`config.mk`:
```
export PLATFORM = sky130hd
export DESIGN_NAME = rom_dl_router
export DESIGN_NICKNAME = d
export VERILOG_FILES = /design/src/rtl/rom_dl_router.sv
export SDC_FILE = /design/constraint.sdc
export NUM_CORES = 1
export LEC_CHECK = 0
export CAP_MARGIN = 20
export CORE_ASPECT_RATIO = 1.1
export CORE_MARGIN = 4
export CORE_UTILIZATION = 25
export DETAILED_ROUTE_END_ITERATION = 10
export PLACE_DENSITY = 0.53
export SLEW_MARGIN = 20
export SYNTH_ARGS = -nofsm -noshare
export SYNTH_HDL_FRONTEND = slang
export SYNTH_SLANG_ARGS = --single-unit
export TNS_END_PERCENT = 10
```
`constraint.sdc`:
```
create_clock -name clk_mem -period 2.9 [get_ports clk_mem]
set_input_delay 0.58 -clock clk_mem [delete_from_list [all_inputs] [get_ports clk_mem]]
set_output_delay 0.58 -clock clk_mem [all_outputs]
set_load 0.01 [all_outputs]
```
`src/rtl/rom_dl_router.sv`:
```
`default_nettype none
// ============================================================================
// Module   : rom_dl_router
// Brief    : Routes ioctl download bytes to sdram write ports 1/2 with a toggle
//            req/ack handshake. Also tracks the byte count, the checksum and
//            the load-complete flag.
// Revision : 1.0 - initial release
// ============================================================================
module rom_dl_router #(
    parameter logic [7:0]  ROM_INDEX = 8'd0,
    parameter logic [16:0] SP_BASE   = 17'h10000,
    parameter logic [16:0] SP_END    = 17'h1BFFF,
    parameter logic [16:0] ROM_SIZE  = 17'h1C320
) (
    input  logic        clk_mem,
    input  logic        reset,
    input  logic        ioctl_download,
    input  logic [7:0]  ioctl_index,
    input  logic        ioctl_wr,
    input  logic [24:0] ioctl_addr,
    input  logic [7:0]  ioctl_dout,
    output logic        ioctl_wait,
    output logic        port1_req,
    input  logic        port1_ack,
    output logic [22:0] port1_a,
    output logic [1:0]  port1_ds,
    output logic [15:0] port1_d,
    output logic        port2_req,
    input  logic        port2_ack,
    output logic [22:0] port2_a,
    output logic [1:0]  port2_ds,
    output logic [15:0] port2_d,
    output logic [16:0] byte_count,
    output logic [15:0] checksum,
    output logic        rom_loaded
);

    typedef enum logic [1:0] {
        S_IDLE  = 2'd0,
        S_ISSUE = 2'd1,
        S_WAIT  = 2'd2
    } state_t;

    state_t      r_state;
    logic        r_wr_d;
    logic        r_dl_d;
    logic        r_ack1_s;
    logic        r_ack2_s;
    logic        r_use2;
    logic        r_eval_pend;
    logic [24:0] r_addr;
    logic [7:0]  r_data;

    logic        w_wr_rise;
    logic        w_dl_rise;
    logic        w_dl_fall;
    logic        w_accept;
    logic        w_in_sprite;
    logic [23:0] w_off;
    logic        w_done;
    logic [16:0] w_count_next;
    logic        w_size_ok;

    assign w_wr_rise   = ioctl_wr & ~r_wr_d;
    assign w_dl_rise   = ioctl_download & ~r_dl_d;
    assign w_dl_fall   = ~ioctl_download & r_dl_d;
    assign w_accept    = w_wr_rise & ioctl_download & (ioctl_index == ROM_INDEX);

    // Anything with bits above the 17-bit ROM space set is never a sprite byte.
    assign w_in_sprite = (r_addr[24:17] == 8'd0) &&
                         (r_addr[16:0] >= SP_BASE) &&
                         (r_addr[16:0] <= SP_END);
    assign w_off       = r_addr[23:0] - {7'd0, SP_BASE};

    assign w_done       = (r_ack1_s == port1_req) &&
                          (!r_use2 || (r_ack2_s == port2_req));
    assign w_count_next = (byte_count == 17'h1FFFF) ? byte_count : byte_count + 17'd1;
    assign w_size_ok    = (byte_count >= ROM_SIZE);

    always_ff @(posedge clk_mem) begin
        if (reset) begin
            r_state     <= S_IDLE;
            r_wr_d      <= 1'b0;
            r_dl_d      <= 1'b0;
            r_ack1_s    <= 1'b0;
            r_ack2_s    <= 1'b0;
            r_use2      <= 1'b0;
            r_eval_pend <= 1'b0;
            r_addr      <= 25'd0;
            r_data      <= 8'd0;
            ioctl_wait  <= 1'b0;
            port1_req   <= 1'b0;
            port1_a     <= 23'd0;
            port1_ds    <= 2'b00;
            port1_d     <= 16'd0;
            port2_req   <= 1'b0;
            port2_a     <= 23'd0;
            port2_ds    <= 2'b00;
            port2_d     <= 16'd0;
            byte_count  <= 17'd0;
            checksum    <= 16'd0;
            rom_loaded  <= 1'b0;
        end else begin
            r_wr_d   <= ioctl_wr;
            r_dl_d   <= ioctl_download;
            r_ack1_s <= port1_ack;
            r_ack2_s <= port2_ack;

            // Strobes arriving outside IDLE are dropped, never queued.
            case (r_state)
                S_IDLE: begin
                    if (w_accept) begin
                        r_addr     <= ioctl_addr;
                        r_data     <= ioctl_dout;
                        ioctl_wait <= 1'b1;
                        r_state    <= S_ISSUE;
                    end
                end
                S_ISSUE: begin
                    port1_a   <= r_addr[23:1];
                    port1_ds  <= {r_addr[0], ~r_addr[0]};
                    port1_d   <= {r_data, r_data};
                    port1_req <= ~port1_req;
                    r_use2    <= w_in_sprite;
                    if (w_in_sprite) begin
                        port2_a   <= {w_off[23:16], w_off[13:0], w_off[15]};
                        port2_ds  <= {w_off[14], ~w_off[14]};
                        port2_d   <= {r_data, r_data};
                        port2_req <= ~port2_req;
                    end
                    r_state <= S_WAIT;
                end
                S_WAIT: begin
                    if (w_done) begin
                        byte_count <= w_count_next;
                        checksum   <= checksum + {8'd0, r_data};
                        ioctl_wait <= 1'b0;
                        r_state    <= S_IDLE;
                    end
                end
                default: r_state <= S_IDLE;
            endcase

            // A byte in flight at download end must commit before the size test.
            if (w_dl_fall) begin
                if (r_state == S_IDLE) begin
                    rom_loaded <= w_size_ok;
                end else begin
                    r_eval_pend <= 1'b1;
                end
            end else if (r_eval_pend && (r_state == S_IDLE)) begin
                rom_loaded  <= w_size_ok;
                r_eval_pend <= 1'b0;
            end

            if (w_dl_rise) begin
                byte_count  <= 17'd0;
                checksum    <= 16'd0;
                rom_loaded  <= 1'b0;
                r_eval_pend <= 1'b0;
            end
        end
    end

endmodule
`default_nettype wire
```
==> out/qor.yml, run 1 <==
routing:
  vias_per_cell: 4.383
  routed_wl_um: 16750
  vias: 4931
  wire_per_inst_um: 14.89
  route.detailed.drc: 0
  drt_iter0_drc: 168
  drt_first_pass_iters: 4
  antenna_left: 0
setup_path:
  path_max_fanout: 8
  worstPathRequired_ns: 3.20
  critPathCaptureType: "flop"
  arrival_ns: 2.93
  worstSetupPathType: "flop to flop"
  startpoint_type: "flop"
die:
  ios: 166
  rows: 58
  fp.dieW_um: 153.8
  core_region_area_um2: 22930
  dieHeight_um: 168.4
  initial_core_util_pct: 25.50
  die_area_um2: 25910
pwr:
  leakage_nw: 3.080
  power_density_nw_per_um2: 514.9
  ir_drop_uv: 343.2
final_layout:
  fillCellCount: 2407
  area_delta_synth_final_pct: 41.70
  layout_common_cells: "164 x clkdlybuf4s50_1, 144 x dfxtp_1, 135 x nand2_1"
  layout_commonest_cell: "clkdlybuf4s50_1"
  drive_above_1_share_pct: 6.788
  diodes: 0
  nets: 872
global_routing:
  grt.overflow.total: 0
  grt_use_total_pct: 13.14
  grt_pass1_vias: 4943
  grt_max_degree: 70
  grt_pass1_wl_um: 27330
  antenna_found_initial: 0
synth:
  synthesis.nets: 728
  yosys.area_share.adder_pct: 2.910
  synth-edff-count: 0
  synthFlopType: "dfxtp_1"
  synth_top_family_by_area: "simple AND/OR/NAND/NOR gates"
  synth_seq_cells: 144
  yosysSeqAreaShare_pct: 49.29
  synthXorXnorAreaFrac_pct: 4.300
  synth.area.mux_share_pct: 5.991
  synth-simple-area-share_pct: 20.50
  yosys_warnings: 0
  netlist_instances: 668
  netlist_area_um2: 5848
  ys_async_sr_fraction_pct: 0
  yosysUniqueCellTypes: 47
  avgSynthCellArea_um2: 8.755
  synth_compound_area_share_pct: 12.00
placed_design:
  dp.final_hpwl_um: 11540
  portBuffers: 165
  gp_congestion: 0.7716
clock_network:
  clkSinkCount: 144
  ctsResizeCount: 0
  postCtsSetupRepairBufs: 0
  clk_pin_slew_ns: 0.07
  holdBufCountCts: 0
  cts_max_level: 4
  clock_latency_ns: 0.42
  cts_root_buf: "clkbuf_16"
  cts_tree: "done"
  cts_buffer_depth: 2
  numCtsBuffers: 17
sta:
  fmax_ghz: 0.3804
  slew_viol_final: 0
  post-route-period-util_pct: 90.65
  worstMarginPinSlew_ns: 0.8889
  finalHoldViolations: 0
  timing.hold.ws_ns: 0.4540
  fin_tns_setup_ns: 0
  finalSetupViolCount: 0
  rsz0062_at_grt: "no"
  clock_skew_ns: 0.01432
  period_needed_ns: 2.629
  max_slew_margin_pct: 40.74
flow_run:
  maxCapViolCount: 0
run_status:
  status: "complete, no violations"
worst_hold_path:
  hold_path_class: "flop to flop"
## power by group
| part | switching, mW | total, mW | leakage [nW] | internal [mW] |
|---|---|---|---|---|
| clock | 0.950 | 2.16 | 0.279 | 1.21 |
| sequential | 0.00176 | 1.98 | 1.16 | 1.98 |
| combinational | 0.0586 | 0.126 | 1.64 | 0.0672 |
## cell usage after synthesis (all sizes together) (5+ instances only)
library cell  count  share of area (%)
a21oi            76                6.5
inv               8               0.51
o21ai            10               0.86
clkbuf           25                1.6
nand4            10                1.1
buf              26                2.9
nor2b             7               0.75
dfxtp           144                 49
nand2           135                8.7
nor2             73                4.7
nor3              7               0.60
xor2             20                3.3
o21a              6               0.77
ha               12                2.6
mux2i            35                6.0
nand3            17                1.5
and2              7               0.75
xnor2             7                1.0
a211oi            5               0.73
## layer usage
metal	GRT usage [%]	share of wire, %	up-vias	routed length (um)
li1	-	-	2528	-
met1	17.26	47	2276	7916
met2	20.91	46	122	7768
met3	4.422	5.8	5	978
met4	3.226	0.52	0	87
met5	0	0	-	0
## flip-flops by register name (all words and copies together) (netlist names), 2 cells and up
register	flops
port2_a	23
port1_d	8
port1_a	23
port1_ds	2
checksum	16
port2_ds	2
r_state	2
r_data	8
r_addr	25
port2_d	8
byte_count	17
## per-stage QoR
step           std cells  util (%)  worst slack, ns  total power [mW]  cell area [um^2]
2_1_floorplan        668         -           0.3361             2.071              5848
3_3_place_gp        1093     33.64           0.2095             2.155              7714
3_5_place_dp        1093     33.64           0.2133             2.155              7714
4_1_cts             1125     36.14           0.1926             4.343              8287
5_1_grt             1125     36.14          0.07170             4.428              8287
6_report            1125     36.14           0.2713             4.267              8287
## worst max-delay path, stage by stage, from the launching register on
cell,delay (ns)
dfxtp_1,0.35
and4_1,0.22
and3_1,0.27
and3_1,0.18
ha_1,0.23
or3b_4,0.42
a2111oi_4,0.45
nand3_1,0.18
xor2_1,0.17
nor2_1,0.05
## kinds of logic after synthesis
| group | count (synthesis) |
|---|---|
| fa+ha+maj | 13 |
| compound gates | 113 |
| mux | 35 |
| xor+xnor | 27 |
| simple gates | 277 |
| buf+inv | 59 |
| flops | 144 |
## path summary, 6_finish.rpt
kind | start | endpoint | slack [ns] | cells past startpoint
worst max-delay path | byte_count[5] | byte_count[5] | 0.27 | 9
worst min-delay path | port1_a[0] | port1_a[0] | 0.45 | 2
worst max register to register | byte_count[5] | byte_count[5] | 0.27 | 9
worst min register to register | port1_a[0] | port1_a[0] | 0.45 | 2
## area by class of cell
class                           instances  area (um^2)  area share (%)
Clock buffer                           17        425.4           5.134
Timing Repair Buffer                  176         1732           20.90
Multi-Input combinational cell        465         2694           32.51
Inverter                                8        30.03          0.3624
Sequential cell                       144         2883           34.79
Clock inverter                         15        147.6           1.782
Tap cell                              300        375.4           4.530
Note: power is estimated with default switching activity, not from simulation.
==> run 2, diff against run 1 <==
Settings changed: SKIP_CTS_REPAIR_TIMING set to 1.
==> results of run 2 <==
The final DEF is identical to that of run 1; final timing and power are the same.
==> run 3, diff against run 2 <==
Settings changed: MAX_ROUTING_LAYER set to met4.
==> run 3 against run 2 <==
Sequential share of layout area unchanged; worst setup slack improved by 0.014 ns; first-iteration DRC count increased by 8.3%; count of clock-buffer cells in the layout is the same; sequential cell count stayed put; cell area is the same; total power about the same; clock power is essentially flat; utilization unchanged; routed wire length is 0.18% lower; critical endpoint unchanged.
==> out/qor.yml, run 3 (synthesis results as in run 1) <==
sta:
  finalSetupViolCount: 0
  worstMarginPinSlew_ns: 0.8764
  slew_viol_final: 0
  finalHoldViolations: 0
  post-route-period-util_pct: 90.18
  period_needed_ns: 2.615
  rsz0062_at_grt: "no"
  clock_skew_ns: 0.01340
  fmax_ghz: 0.3824
  fin_tns_setup_ns: 0
  max_slew_margin_pct: 41.57
  fin_ws_ns: 0.2848
pwr:
  clock_power_share_pct: 50.6
  seqPwrFrac_pct: 46.5
  ir_drop_uv: 342.4
  power_frac_comb_pct: 3.0
  power_density_nw_per_um2: 514.9
  leakage_nw: 3.080
  switching_share_pct: 23.68
  internal_power_mw: 3.256
  p_sw_mw: 1.010
setup_path:
  critPathCaptureType: "flop"
  crit_chain: "and4_1, and3_1, and3_1, ha_1, or3b_4, a2111oi_4, nand3_1, xor2_1, nor2_1"
  worstPathRequired_ns: 3.20
  cp_slowest_cell: "a2111oi_4"
  crit_buf_inv: 0
  cp_common_cell: "and3_1"
  cpPeakStageDelay_ns: 0.44
  path_max_fanout: 8
  arrival_ns: 2.92
  cp_num_cells: 9
  r2r_slack_ns: 0.28
  startpoint_type: "flop"
  rr_worst_depth: 9
  worstSetupPathType: "flop to flop"
  cp_top_family: "simple AND/OR/NAND/NOR gates"
worst_hold_path:
  hold_path_class: "flop to flop"
  whs_path_depth: 2
routing:
  antenna_left: 0
  wire_per_inst_um: 14.86
  drt_iter0_drc: 182
  drt_first_pass_iters: 4
  vias: 4934
  route.detailed.drc: 0
  routed_wl_um: 16720
  vias_per_cell: 4.386
clock_network:
  clkSinkCount: 144
  clock_latency_ns: 0.42
  cts_max_level: 4
  clk_pin_slew_ns: 0.07
  cts_tree: "done"
  cts_buffer_depth: 2
  cts_root_buf: "clkbuf_16"
  numCtsBuffers: 17
run_status:
  status: "complete, no violations"
placed_design:
  gp_congestion: 0.7820
  post-place-ws_ns: 0.2133
  portBuffers: 165
  dp.final_hpwl_um: 11540
flow_run:
  maxCapViolCount: 0
die:
  rows: 58
  initial_core_util_pct: 25.50
  die_area_um2: 25910
  fp.dieW_um: 153.8
  dieHeight_um: 168.4
  core_region_area_um2: 22930
  ios: 166
final_layout:
  largestRegisters: "r_addr: 25 flops, port1_a: 23 flops, port2_a: 23 flops"
  layout_commonest_cell: "clkdlybuf4s50_1"
  top_register: "r_addr"
  drive_above_1_share_pct: 6.788
  diodes: 0
  largest_reg_flops: 25
  area_delta_synth_final_pct: 41.70
  nets: 872
  layout_common_cells: "164 x clkdlybuf4s50_1, 144 x dfxtp_1, 135 x nand2_1"
global_routing:
  antenna_found_initial: 0
  grt_use_total_pct: 13.53
  grt_pass1_wl_um: 27270
  grt.overflow.total: 0
  grt_pass1_vias: 4960
  grt_max_degree: 70
## run 3: cell counts in the layout (fill, tap and decap cells not counted)
No cell type changed its count.
## run 3: cell type report
type	instances	area, um^2
clock buffers	17	425.4
repair buffers	176	1732
flip-flops and latches	144	2883
clock inverters	15	147.6
well taps	300	375.4
inverters	8	30.03
multi-input cells	465	2694
fillers	2407	14650
## run 3: worst paths after layout
| check | from | end |
|---|---|---|
| max | byte_count[5] | byte_count[5] |
| min | port1_a[0] | port1_a[0] |
| max reg2reg | byte_count[5] | byte_count[5] |
| min reg2reg | port1_a[0] | port1_a[0] |
## run 3: worst register-to-register path: stages (launching register included)
cell and delay (ns):
dfxtp_1 0.35, and4_1 0.22, and3_1 0.27, and3_1 0.18, ha_1 0.23, or3b_4 0.42
a2111oi_4 0.44, nand3_1 0.18, xor2_1 0.16, nor2_1 0.05
## run 3: metrics by stage
stage | utilization (%) | hold WS, ns | total power [mW] | cell area [um^2] | std cells
6_report | 36.14 | 0.4525 | 4.267 | 8287 | 1125
5_1_grt | 36.14 | 0.4796 | 4.428 | 8287 | 1125
4_1_cts | 36.14 | 0.4545 | 4.343 | 8287 | 1125
3_5_place_dp | 33.64 | 0.4431 | 2.155 | 7714 | 1093
3_3_place_gp | 33.64 | 0.4410 | 2.155 | 7714 | 1093
2_1_floorplan | - | 0.4442 | 2.071 | 5848 | 668
## run 3: per-layer routing
layer | share of wire (%) | routed length (um) | global-route usage, % | up-vias
met2 | 47 | 7807 | 20.95 | 112
met4 | 0.49 | 82 | 3.226 | 0
met1 | 48 | 7950 | 17.38 | 2287
li1 | - | - | - | 2530
met3 | 5.3 | 880 | 4.165 | 5
met5 | 0 | 0 | - | -
## run 3: power groups by stage
stage / Sequential [mW] / Clock (mW) / Combinational (mW)
floorplan: 2.03 / 0 / 0.0445
global placement: 2.03 / 0 / 0.128
detailed placement: 2.03 / 0 / 0.128
CTS: 1.98 / 2.23 / 0.128
global route: 1.98 / 2.31 / 0.136
finish: 1.98 / 2.16 / 0.126
